### src/rtl/input_conditioner_if.sv
// input_conditioner_if: raw inputs, clear strobe and conditioned outputs of the two-channel conditioner
interface input_conditioner_if #(
  parameter int GLITCH_W = 8
);
  logic                raw_in_1;
  logic                raw_in_2;
  logic                clr_glitch;
  logic                lvl_1;
  logic                lvl_2;
  logic                pulse_1;
  logic                pulse_2;
  logic [GLITCH_W-1:0] glitch_cnt_1;
  logic [GLITCH_W-1:0] glitch_cnt_2;
  modport master (
    output raw_in_1, raw_in_2, clr_glitch,
    input  lvl_1, lvl_2, pulse_1, pulse_2, glitch_cnt_1, glitch_cnt_2
  );
  modport slave (
    input  raw_in_1, raw_in_2, clr_glitch,
    output lvl_1, lvl_2, pulse_1, pulse_2, glitch_cnt_1, glitch_cnt_2
  );
endinterface

### src/rtl/input_conditioner.sv
// input_conditioner: per channel 2-flop sync, 4-state debounce FSM, rising-edge pulse and saturating glitch counter
module input_conditioner #(
  parameter int DEBOUNCE_CYCLES = 4,
  parameter int GLITCH_W        = 8
) (
  input logic                 clk,
  input logic                 rst,
  input_conditioner_if.slave  bus
);
  localparam int CW = $clog2(DEBOUNCE_CYCLES) + 1;
  typedef enum logic [1:0] {STABLE_LO, WAIT_HI, STABLE_HI, WAIT_LO} state_e;
  logic [1:0]                raw;
  logic [1:0]                lvl_v;
  logic [1:0]                pul_v;
  logic [1:0][GLITCH_W-1:0]  gc_v;
  assign raw = {bus.raw_in_2, bus.raw_in_1};
  for (genvar c = 0; c < 2; c++) begin : g_ch
    logic                sy1_q, sy2_q;
    state_e              st_q, st_d;
    logic [CW-1:0]       cnt_q, cnt_d;
    logic                lvl_q, lvl_d;
    logic                pulse_q, pulse_d;
    logic [GLITCH_W-1:0] g_q, g_d;
    logic                abort;
    always_ff @(posedge clk or posedge rst) begin
      if (rst) begin
        sy1_q   <= 1'b0;
        sy2_q   <= 1'b0;
        st_q    <= STABLE_LO;
        cnt_q   <= '0;
        lvl_q   <= 1'b0;
        pulse_q <= 1'b0;
        g_q     <= '0;
      end else begin
        sy1_q   <= raw[c];
        sy2_q   <= sy1_q;
        st_q    <= st_d;
        cnt_q   <= cnt_d;
        lvl_q   <= lvl_d;
        pulse_q <= pulse_d;
        g_q     <= g_d;
      end
    end
    always_comb begin
      st_d    = st_q;
      cnt_d   = cnt_q;
      lvl_d   = lvl_q;
      pulse_d = 1'b0;
      abort   = 1'b0;
      case (st_q)
        STABLE_LO: if (sy2_q) begin
          st_d  = WAIT_HI;
          cnt_d = CW'(1);
        end
        WAIT_HI: if (!sy2_q) begin
          st_d  = STABLE_LO;
          abort = 1'b1;
        end else if (cnt_q == CW'(DEBOUNCE_CYCLES - 1)) begin
          st_d    = STABLE_HI;
          lvl_d   = 1'b1;
          pulse_d = 1'b1;
        end else cnt_d = cnt_q + CW'(1);
        STABLE_HI: if (!sy2_q) begin
          st_d  = WAIT_LO;
          cnt_d = CW'(1);
        end
        WAIT_LO: if (sy2_q) begin
          st_d  = STABLE_HI;
          abort = 1'b1;
        end else if (cnt_q == CW'(DEBOUNCE_CYCLES - 1)) begin
          st_d  = STABLE_LO;
          lvl_d = 1'b0;
        end else cnt_d = cnt_q + CW'(1);
        default: begin
          st_d  = STABLE_LO;
          lvl_d = 1'b0;
        end
      endcase
      // clear has priority over a same-cycle abort
      g_d = bus.clr_glitch ? '0 : (abort && !(&g_q)) ? g_q + GLITCH_W'(1) : g_q;
    end
    assign lvl_v[c] = lvl_q;
    assign pul_v[c] = pulse_q;
    assign gc_v[c]  = g_q;
  end
  assign bus.lvl_1        = lvl_v[0];
  assign bus.lvl_2        = lvl_v[1];
  assign bus.pulse_1      = pul_v[0];
  assign bus.pulse_2      = pul_v[1];
  assign bus.glitch_cnt_1 = gc_v[0];
  assign bus.glitch_cnt_2 = gc_v[1];
endmodule

### src/flat_wrapper.sv
// flat-port wrapper written by rule: the top's interface ports become plain ports
module input_conditioner_flat 
#(
  parameter int DEBOUNCE_CYCLES = 4,
  parameter int GLITCH_W        = 8
)
  (clk, rst, bus_raw_in_1, bus_raw_in_2, bus_clr_glitch, bus_lvl_1, bus_lvl_2, bus_pulse_1, bus_pulse_2, bus_glitch_cnt_1, bus_glitch_cnt_2);
  input_conditioner_if #(.GLITCH_W(GLITCH_W)) bus_i ();
  input logic clk;
  input logic rst;
  input wire logic [$bits(bus_i.raw_in_1)-1:0] bus_raw_in_1;
  input wire logic [$bits(bus_i.raw_in_2)-1:0] bus_raw_in_2;
  input wire logic [$bits(bus_i.clr_glitch)-1:0] bus_clr_glitch;
  output wire logic [$bits(bus_i.lvl_1)-1:0] bus_lvl_1;
  output wire logic [$bits(bus_i.lvl_2)-1:0] bus_lvl_2;
  output wire logic [$bits(bus_i.pulse_1)-1:0] bus_pulse_1;
  output wire logic [$bits(bus_i.pulse_2)-1:0] bus_pulse_2;
  output wire logic [$bits(bus_i.glitch_cnt_1)-1:0] bus_glitch_cnt_1;
  output wire logic [$bits(bus_i.glitch_cnt_2)-1:0] bus_glitch_cnt_2;
  assign bus_i.raw_in_1 = bus_raw_in_1;
  assign bus_i.raw_in_2 = bus_raw_in_2;
  assign bus_i.clr_glitch = bus_clr_glitch;
  assign bus_lvl_1 = bus_i.lvl_1;
  assign bus_lvl_2 = bus_i.lvl_2;
  assign bus_pulse_1 = bus_i.pulse_1;
  assign bus_pulse_2 = bus_i.pulse_2;
  assign bus_glitch_cnt_1 = bus_i.glitch_cnt_1;
  assign bus_glitch_cnt_2 = bus_i.glitch_cnt_2;
  input_conditioner #(.DEBOUNCE_CYCLES(DEBOUNCE_CYCLES), .GLITCH_W(GLITCH_W)) u_core (.clk(clk), .rst(rst), .bus(bus_i));
endmodule
### config.mk
export PLATFORM = sky130hd
export DESIGN_NAME = input_conditioner_flat
export DESIGN_NICKNAME = d
export VERILOG_FILES = /design/src/rtl/input_conditioner_if.sv /design/src/rtl/input_conditioner.sv /design/src/flat_wrapper.sv
export SDC_FILE = /design/constraint.sdc
export NUM_CORES = 1
export LEC_CHECK = 0
export CAP_MARGIN = 20
export CORE_ASPECT_RATIO = 1.25
export CORE_MARGIN = 1.5
export CORE_UTILIZATION = 37
export CTS_CLUSTER_DIAMETER = 40
export DETAILED_ROUTE_END_ITERATION = 10
export HOLD_SLACK_MARGIN = 0.15
export PLACE_DENSITY = 0.7
export REMOVE_ABC_BUFFERS = 1
export SKIP_LAST_GASP = 1
export SLEW_MARGIN = 40
export SYNTH_ARGS = -nofsm -noshare
export SYNTH_HDL_FRONTEND = slang
export SYNTH_SLANG_ARGS = --single-unit
export TNS_END_PERCENT = 100
### constraint.sdc
create_clock -name clk -period 4.8 [get_ports clk]
set_clock_uncertainty 0.2 [all_clocks]
set_input_delay 0.72 -clock clk [delete_from_list [all_inputs] [get_ports clk]]
set_output_delay 0.72 -clock clk [all_outputs]
set_load 0.005 [all_outputs]
==> results of run 1 <==
layout make-up:
| class | count | area (sq um) |
|---|---|---|
| multi-input combinational | 105 | 769 |
| timing repair buffer | 25 | 248 |
| inverter | 6 | 22.5 |
| clock inverter | 2 | 12.5 |
| clock buffer | 6 | 82.6 |
| tap | 58 | 72.6 |
| fill | 392 | 2300 |
| sequential | 34 | 851 |
cells in the mapped netlist (3+ instances only):
master and number:
and3_1 3, nor2_1 9, o31ai_1 4, and4_1 4
a22o_1 4, mux2_2 4, nand3_1 3, xor2_1 4
nand4_1 6, inv_1 6, or3_1 3, clkbuf_1 3
a21oi_1 10, o21ai_0 7, dfrtp_1 34, nand2_1 8
mux2i_1 3, ha_1 8, a31oi_1 4
power breakdown:
part | total (mW) | leakage, nW | internal [mW] | switching, mW
registers | 0.421 | 0.436 | 0.341 | 0.0795
logic | 0.284 | 0.392 | 0.149 | 0.135
clock network | 0.221 | 0.0472 | 0.115 | 0.106
total | 0.927 | 0.875 | 0.606 | 0.321
kinds of logic after synthesis:
family          count (synthesis)  synth area share [%]
simple gates                   43                  14.8
compound gates                 41                  17.0
flops                          34                  51.4
buf+inv                        11                  2.64
fa+ha+maj                       8                  6.04
mux                             7                  4.53
xor+xnor                        6                  3.63
sequential cells by signal (all words and copies together) (netlist names), named ones only:
register                 cells
u_core.g_ch.st_q             2
u_core.g_ch.sy2_q            2
u_core.bus.lvl_2             1
u_core.bus.lvl_1             1
u_core.bus.pulse_2           1
u_core.g_ch.cnt_q            6
u_core.bus.glitch_cnt_1      8
u_core.g_ch.sy1_q            2
u_core.bus.glitch_cnt_2      8
u_core.bus.pulse_1           1
how the worst max path moves through the flow:
stage | from | to | slack (ns) | cells past startpoint
after floorplan | flip-flop | u_core.bus.glitch_cnt_1[3] | 2.86 | 4
after global placement | bus_clr_glitch | u_core.bus.glitch_cnt_2[7] | 2.59 | 4
after detailed placement | bus_clr_glitch | u_core.bus.glitch_cnt_2[7] | 2.49 | 4
after CTS | flip-flop | u_core.bus.glitch_cnt_1[3] | 2.56 | 4
after global routing | u_core.bus.glitch_cnt_2[3] | bus_glitch_cnt_2[3] | 2.53 | 1
final | u_core.bus.glitch_cnt_2[7] | bus_glitch_cnt_2[7] | 2.60 | 1
routing by layer:
layer	vias to the layer above	GRT usage [%]
met5	-	0
met3	6	3.91
met4	0	8.22
met1	618	15.0
met2	19	27.1
li1	620	-
==> run summary, run 1 <==
Hold Crit Class: reg -> reg
final instance area: 0.00206 sq mm
Hold Path Cell Cnt: 0
gpl congestion: 0.818
Hold EP: u_core.g_ch[1].sy2_q
ANT nets after route: 0
core area: 0.00436 sq mm
ranking of synthesized cells by area: dfrtp_1 51%, ha_1 6.0%, a21oi_1 3.0%
IO Pins: 25
f_max: 454 MHz
async set-or-reset flop fraction in the synthesized netlist: 100%
Syn Area/Cell: 11.0 sq um
synthesis-to-layout area growth: 24.2%
Buf/Inv on CP: 1
WHS: 0.153 ns
synthesized cell area: 0.00166 sq mm
WP data required: 3.88 ns
maximum VDD drop: 0.187 mV
vias in the first global route: 1275
CP max stage cell: clkdlybuf4s50_1
synthesized flop and latch total: 34
final hold violation count: 0
Post-synth EDFFs: 0
flop2flop setup slack: 2.70 ns
largest net degree at the start of global routing: 35
fin cells: 236
port bufs: 24
crit path capture type: output port
WS Path Type: reg -> out
final setup fails: 0
Worst Min Path Start: u_core.g_ch[1].sy1_q
GR Overflow Total: 0
Die Y: 77.8 um
Max stage delay on crit path: 0.54 ns
relative slew slack: 61.8%
Hold Buf Count CTS: 0
Place WS: 2.49 ns
met2 WL: 1770 um
H-tree depth: 2
synth warn: 0
Max Root-Sink Buffers: 2
RR Endpoint: u_core.bus.glitch_cnt_2[5]
Netlist cell types: 38
critical path, cell by cell: clkdlybuf4s50_1
first-pass GRT wire length: 5620 um
placed insts: 228
WL final: 3310 um
Fin Setup TNS: 0 ns
violation count after the first detailed-route iteration: 61
Final #Nets: 190
Resized Gates After CTS: 0
dpl cell area: 0.00196 sq mm
Post-CTS Setup Bufs: 0
min Tclk post-route: 2.20 ns
post-synthesis cell count: 150
Reg2Reg Depth: 4
most frequent cells in the layout: 34 x dfrtp_1, 24 x clkdlybuf4s50_1, 10 x a21oi_1, 9 x nor2_1
initial antenna violation count: 0
# clock sinks: 34
Max Used Layer: met4
Synth area leader: dfrtp_1
Total Die Area: 0.00489 sq mm
Top delay family on crit path: buffers and inverters
drt drc: 0
Max-cap violations: 0
Initial Util: 38.0%
max-slew violations: 0
root buf cell: clkbuf_8
Met1 Routed Length: 1360 um
Worst Setup Start Kind: flip-flop
commonest non-fill, non-tap cell in the layout: dfrtp_1
vias per cell: 5.35
Worst Path Arrival: 1.28 ns
CTS tree: done
WL per Instance: 14.0 um
Vias: 1263
Synth top area share: 51.4%
RSZ-0062 raised after global routing: false
post-synthesis sequential area ratio: 51.4%
total track usage: 14.7%
period utilisation layout: 45.9%
Power Density: 450 mW/mm^2
worst setup margin: 2.60 ns
Final HPWL DP: 2360 um
Main synth FF type: dfrtp_1
Final Util: 47.2%
insertion delay to the later sink of the worst-skew pair: 0.29 ns
CP Max Fanout: 7
layout cell share with drive strength beyond 1: 9.55%
Slew @ Worst Pin: 0.570 ns
length of the first detailed-routing pass in iterations: 4
Pwr Total: 927 uW
CTS buffer count: 5
Static Leak: 0.875 nW
status: finished, final reports clean
diode count: 0
FP Rows: 27
die width: 62.9 um
WL met3: 94 um
clock-pin slew on the worst setup and hold paths: 0.07 ns
(Power assumes the default switching activity.)
==> inputs of run 2 (changes only) <==
- PLACE_DENSITY: 0.7 -> 0.72
- clock period: 4.8 -> 1.8 ns (I/O delays scaled with it)
==> run summary, run 2 (synthesis results as in run 1) <==
vias per cell: 5.34 (-0.19%)
CTS buffer count: 5 (unchanged)
critical path, cell by cell: clkdlybuf4s50_1
first-pass GRT wire length: 5560 um (-0.98%)
Top delay family on crit path: buffers and inverters
most frequent cells in the layout: 33 x dfrtp_1, 24 x clkdlybuf4s50_1, 13 x buf_4, 9 x nor2_1, 9 x a21oi_1
Layout fillers: 421 (+7.4%)
length of the first detailed-routing pass in iterations: 4 (unchanged)
Final HPWL DP: 2280 um (-3.5%)
Static Leak: 0.931 nW (+6.4%)
commonest non-fill, non-tap cell in the layout: dfrtp_1
relative slew slack: 71.6% (+9.8 points)
Pwr Total: 2.56 mW (+180%)
IO Pins: 25 (unchanged)
die width: 62.9 um (unchanged)
Max-cap violations: 0 (unchanged)
ANT nets after route: 0 (unchanged)
largest net degree at the start of global routing: 35 (unchanged)
WS Path Type: reg -> out
initial antenna violation count: 0 (unchanged)
Die Y: 77.8 um (unchanged)
RSZ-0062 raised after global routing: false
Final #Nets: 203 (+6.8%)
Place WS: 0.0668 ns (-2.42 ns)
# clock sinks: 34 (unchanged)
drt drc: 0 (unchanged)
Final Util: 49.5% (+2.2 points)
vias in the first global route: 1264 (-0.86%)
maximum VDD drop: 0.525 mV (+180%)
H-tree depth: 2 (unchanged)
fin cells: 249 (+5.5%)
FP Rows: 27 (unchanged)
final setup fails: 0 (unchanged)
period utilisation layout: 97.3%
CP max stage cell: clkdlybuf4s50_1
clock-pin slew on the worst setup and hold paths: 0.07 ns (about the same)
WHS: 0.150 ns (-0.00339 ns)
port bufs: 24 (unchanged)
core area: 0.00436 sq mm (unchanged)
CP Max Fanout: 6 (-1)
CTS tree: done
min Tclk post-route: 1.75 ns
gpl congestion: 0.863 (+5.4%)
GR Overflow Total: 0 (unchanged)
WP data required: 1.33 ns (-2.55 ns)
Max Root-Sink Buffers: 2 (unchanged)
WL per Instance: 13.0 um (-7.4%)
max-slew violations: 0 (unchanged)
Buf/Inv on CP: 1 (unchanged)
f_max: 571 MHz
Vias: 1330 (+5.3%)
total track usage: 14.8% (about the same)
root buf cell: clkbuf_8
crit path capture type: output port
Power Density: 1190 mW/mm^2 (+160%)
placed insts: 240 (+5.3%)
Worst Setup Start Kind: flip-flop
Hold Crit Class: reg -> reg
Worst Path Arrival: 1.28 ns (about the same)
status: finished, final reports clean
Max stage delay on crit path: 0.54 ns (about the same)
layout cell share with drive strength beyond 1: 16.2% (+6.7 points)
WL final: 3230 um (-2.3%)
Slew @ Worst Pin: 0.426 ns (-0.144 ns)
Initial Util: 38.0% (unchanged)
diode count: 0 (unchanged)
final hold violation count: 0 (unchanged)
insertion delay to the later sink of the worst-skew pair: 0.28 ns (about the same)
worst setup margin: 0.0481 ns (-2.55 ns)
Total Die Area: 0.00489 sq mm (unchanged)
synthesis-to-layout area growth: 30.1%
violation count after the first detailed-route iteration: 59 (-3.3%)
## run 2: final cells by class
cell class                 instances  area (sq um)  area share (%)
clock buffer                       7          86.3            4.00
clock inverter                     1          5.00           0.232
inverter                           6          22.5            1.04
multi-input combinational        105           768            35.6
sequential                        34           852            39.5
tap                               58          72.6            3.37
timing repair buffer              38           349            16.2
## run 2: final timing paths
kind / startpoint / to / slack, ns / cells after the start
setup / recovery: u_core.bus.glitch_cnt_1[2] / bus_glitch_cnt_1[2] / 0.05 / 1
hold / removal: u_core.g_ch[1].sy1_q / u_core.g_ch[1].sy2_q / 0.15 / 0
setup reg to reg: u_core.g_ch[0].sy2_q / u_core.bus.glitch_cnt_1[7] / 0.08 / 4
hold reg to reg: u_core.g_ch[1].sy1_q / u_core.g_ch[1].sy2_q / 0.15 / 0
max in group asynchronous: rst / asynchronous set/reset pin / 0.91 / 3
min in group asynchronous: rst / u_core.bus.pulse_2 / 0.17 / 3
## run 2: through the flow
stage | setup TNS [ns] | cell area (sq um)
2_1_floorplan | -0.275 | 1640
5_1_grt | 0 | 2160
3_5_place_dp | 0 | 2050
4_1_cts | 0 | 2140
6_report | 0 | 2160
3_3_place_gp | 0 | 2050
## run 2: layer usage
layer | wire (um) | global-route usage [%] | vias to the layer above
met1 | 1450 | 17.3 | 634
li1 | - | - | 657
met2 | 1550 | 23.3 | 31
met5 | 0 | 0 | -
met3 | 141 | 5.22 | 8
met4 | 90 | 8.44 | 0
## run 2: what timing repair did
item / CTS / global route
hold buffers: 0 / 0
buffers inserted: 0 / 1
setup endpoints to repair: 0 / 2
resized for setup: 0 / 4
## run 2: report_power, final
group | internal (mW) | total [mW] | switching (mW)
Combinational | 0.495 | 0.933 | 0.439
Clock | 0.308 | 0.578 | 0.269
Sequential | 0.914 | 1.05 | 0.137
Total | 1.72 | 2.56 | 0.845
==> inputs of run 3 (changes only) <==
- CORE_UTILIZATION: 37 -> 48
- PLACE_DENSITY: 0.72 -> 0.8
- SLEW_MARGIN: 40 -> 20
==> run summary, run 3 (synthesis results as in run 1) <==
final setup fails: 0 (unchanged)
largest net degree at the start of global routing: 35 (unchanged)
most frequent cells in the layout: 31 x dfrtp_1, 24 x clkdlybuf4s50_1, 14 x buf_4, 10 x a21oi_1, 9 x nor2_1
Static Leak: 0.933 nW (+0.25%)
f_max: 571 MHz (about the same)
CP max stage cell: clkdlybuf4s50_1
min Tclk post-route: 1.75 ns (+0.000117 ns)
vias in the first global route: 1322 (+4.6%)
diode count: 0 (unchanged)
status: finished, final reports clean
gpl congestion: 0.842 (-2.4%)
Max stage delay on crit path: 0.49 ns (-0.05 ns)
violation count after the first detailed-route iteration: 70 (+19%)
maximum VDD drop: 1.20 mV (+130%)
port bufs: 24 (unchanged)
first-pass GRT wire length: 5890 um (+6.0%)
# clock sinks: 34 (unchanged)
length of the first detailed-routing pass in iterations: 4 (unchanged)
root buf cell: clkbuf_8
placed insts: 216 (-10%)
Initial Util: 50.9% (+13 points)
Hold Buf Count CTS: 0 (unchanged)
WL per Instance: 14.8 um (+14%)
CTS tree: done
total track usage: 20.0% (+5.3 points)
core area: 0.00325 sq mm (-25%)
GR Overflow Total: 0 (unchanged)
WHS: 0.155 ns (+0.00587 ns)
Hold Crit Class: reg -> reg
Die Y: 68.7 um (-12%)
CP Max Fanout: 4 (-2)
IO Pins: 25 (unchanged)
ANT nets after route: 0 (unchanged)
Final HPWL DP: 2390 um (+5.3%)
commonest non-fill, non-tap cell in the layout: dfrtp_1
crit path capture type: output port
final hold violation count: 0 (unchanged)
Final #Nets: 203 (unchanged)
layout cell share with drive strength beyond 1: 17.3% (+1.0 points)
drt drc: 0 (unchanged)
Fin Setup TNS: 0 ns (unchanged)
Max-cap violations: 0 (unchanged)
clock-pin slew on the worst setup and hold paths: 0.07 ns (about the same)
WL final: 3370 um (+4.4%)
Total Die Area: 0.00381 sq mm (-22%)
fin cells: 228 (-8.4%)
Top delay family on crit path: buffers and inverters
die width: 55.5 um (-12%)
Power Density: 1250 mW/mm^2 (+5.4%)
Worst Path Arrival: 1.28 ns (about the same)
Buf/Inv on CP: 2 (+1)
Max Root-Sink Buffers: 2 (unchanged)
period utilisation layout: 97.3% (about the same)
relative slew slack: 71.4% (-0.20 points)
vias per cell: 6.01 (+13%)
Vias: 1371 (+3.1%)
H-tree depth: 2 (unchanged)
insertion delay to the later sink of the worst-skew pair: 0.28 ns (about the same)
CTS buffer count: 5 (unchanged)
RSZ-0062 raised after global routing: true
max-slew violations: 0 (unchanged)
WS Path Type: reg -> out
Final Util: 66.1% (+17 points)
FP Rows: 23 (-15%)
synthesis-to-layout area growth: 29.8%
initial antenna violation count: 0 (unchanged)
Slew @ Worst Pin: 0.429 ns (+0.00295 ns)
Worst Setup Start Kind: flip-flop
critical path, cell by cell: buf_4 -> clkdlybuf4s50_1
WP data required: 1.33 ns (about the same)
==> run 3: worst paths after layout <==
| check | startpoint | end | slack, ns | depth (start not counted) |
|---|---|---|---|---|
| max in group asynchronous | rst | u_core.bus.glitch_cnt_2[3] | 0.89 | 3 |
| hold reg to reg | u_core.g_ch[1].sy1_q | u_core.g_ch[1].sy2_q | 0.16 | 0 |
| setup / recovery | u_core.bus.glitch_cnt_1[0] | bus_glitch_cnt_1[0] | 0.05 | 2 |
| setup reg to reg | u_core.g_ch[1].sy2_q | u_core.bus.glitch_cnt_2[3] | 0.06 | 5 |
| min in group asynchronous | rst | u_core.g_ch[1].sy1_q | 0.17 | 3 |
| hold / removal | u_core.g_ch[1].sy1_q | u_core.g_ch[1].sy2_q | 0.16 | 0 |
==> run 3: per-stage QoR <==
step                      worst slack [ns]  power, mW  instance area [sq um]
after floorplan                     -0.136       1.62                   1640
after global placement               0.115       1.94                   2000
after detailed placement             0.103       2.01                   2000
after CTS                           0.0406       2.71                   2100
after global routing               -0.0419       2.89                   2150
final                               0.0480       2.69                   2150
==> run 3: where the power goes <==
group | total, mW | internal, mW | switching (mW) | leakage (nW)
Sequential | 1.06 | 0.912 | 0.143 | 0.431
Combinational | 0.961 | 0.506 | 0.455 | 0.449
Clock | 0.677 | 0.414 | 0.263 | 0.0524
==> run 3: worst reg2reg max path, delay by kind of cell (launching register included) <==
family	cells	cell delay, ns
buf+inv	1	0.17
compound gates	1	0.16
xor+xnor	1	0.21
flops	1	0.44
simple gates	2	0.48
==> run 3: cell type report <==
type,instances,area (sq um)
inverters,6,22.5
flip-flops and latches,34,855
clock buffers,7,76.3
fillers,252,1100
well taps,37,46.3
multi-input cells,105,774
repair buffers,38,345
clock inverters,1,30.0
==> run 3: what timing repair did <==
action | 4_1_cts | 5_1_grt
endpoints found under the setup margin | 0 | 6
buffers inserted | 0 | 4
resized for setup | 0 | 6
==> run 3: per-layer routing <==
metal / part of all wire (%) / global-route usage [%]
met1: 42 / 22.9
met2: 51 / 35.1
met3: 5.2 / 5.78
met4: 1.4 / 9.45
met5: 0 / 0
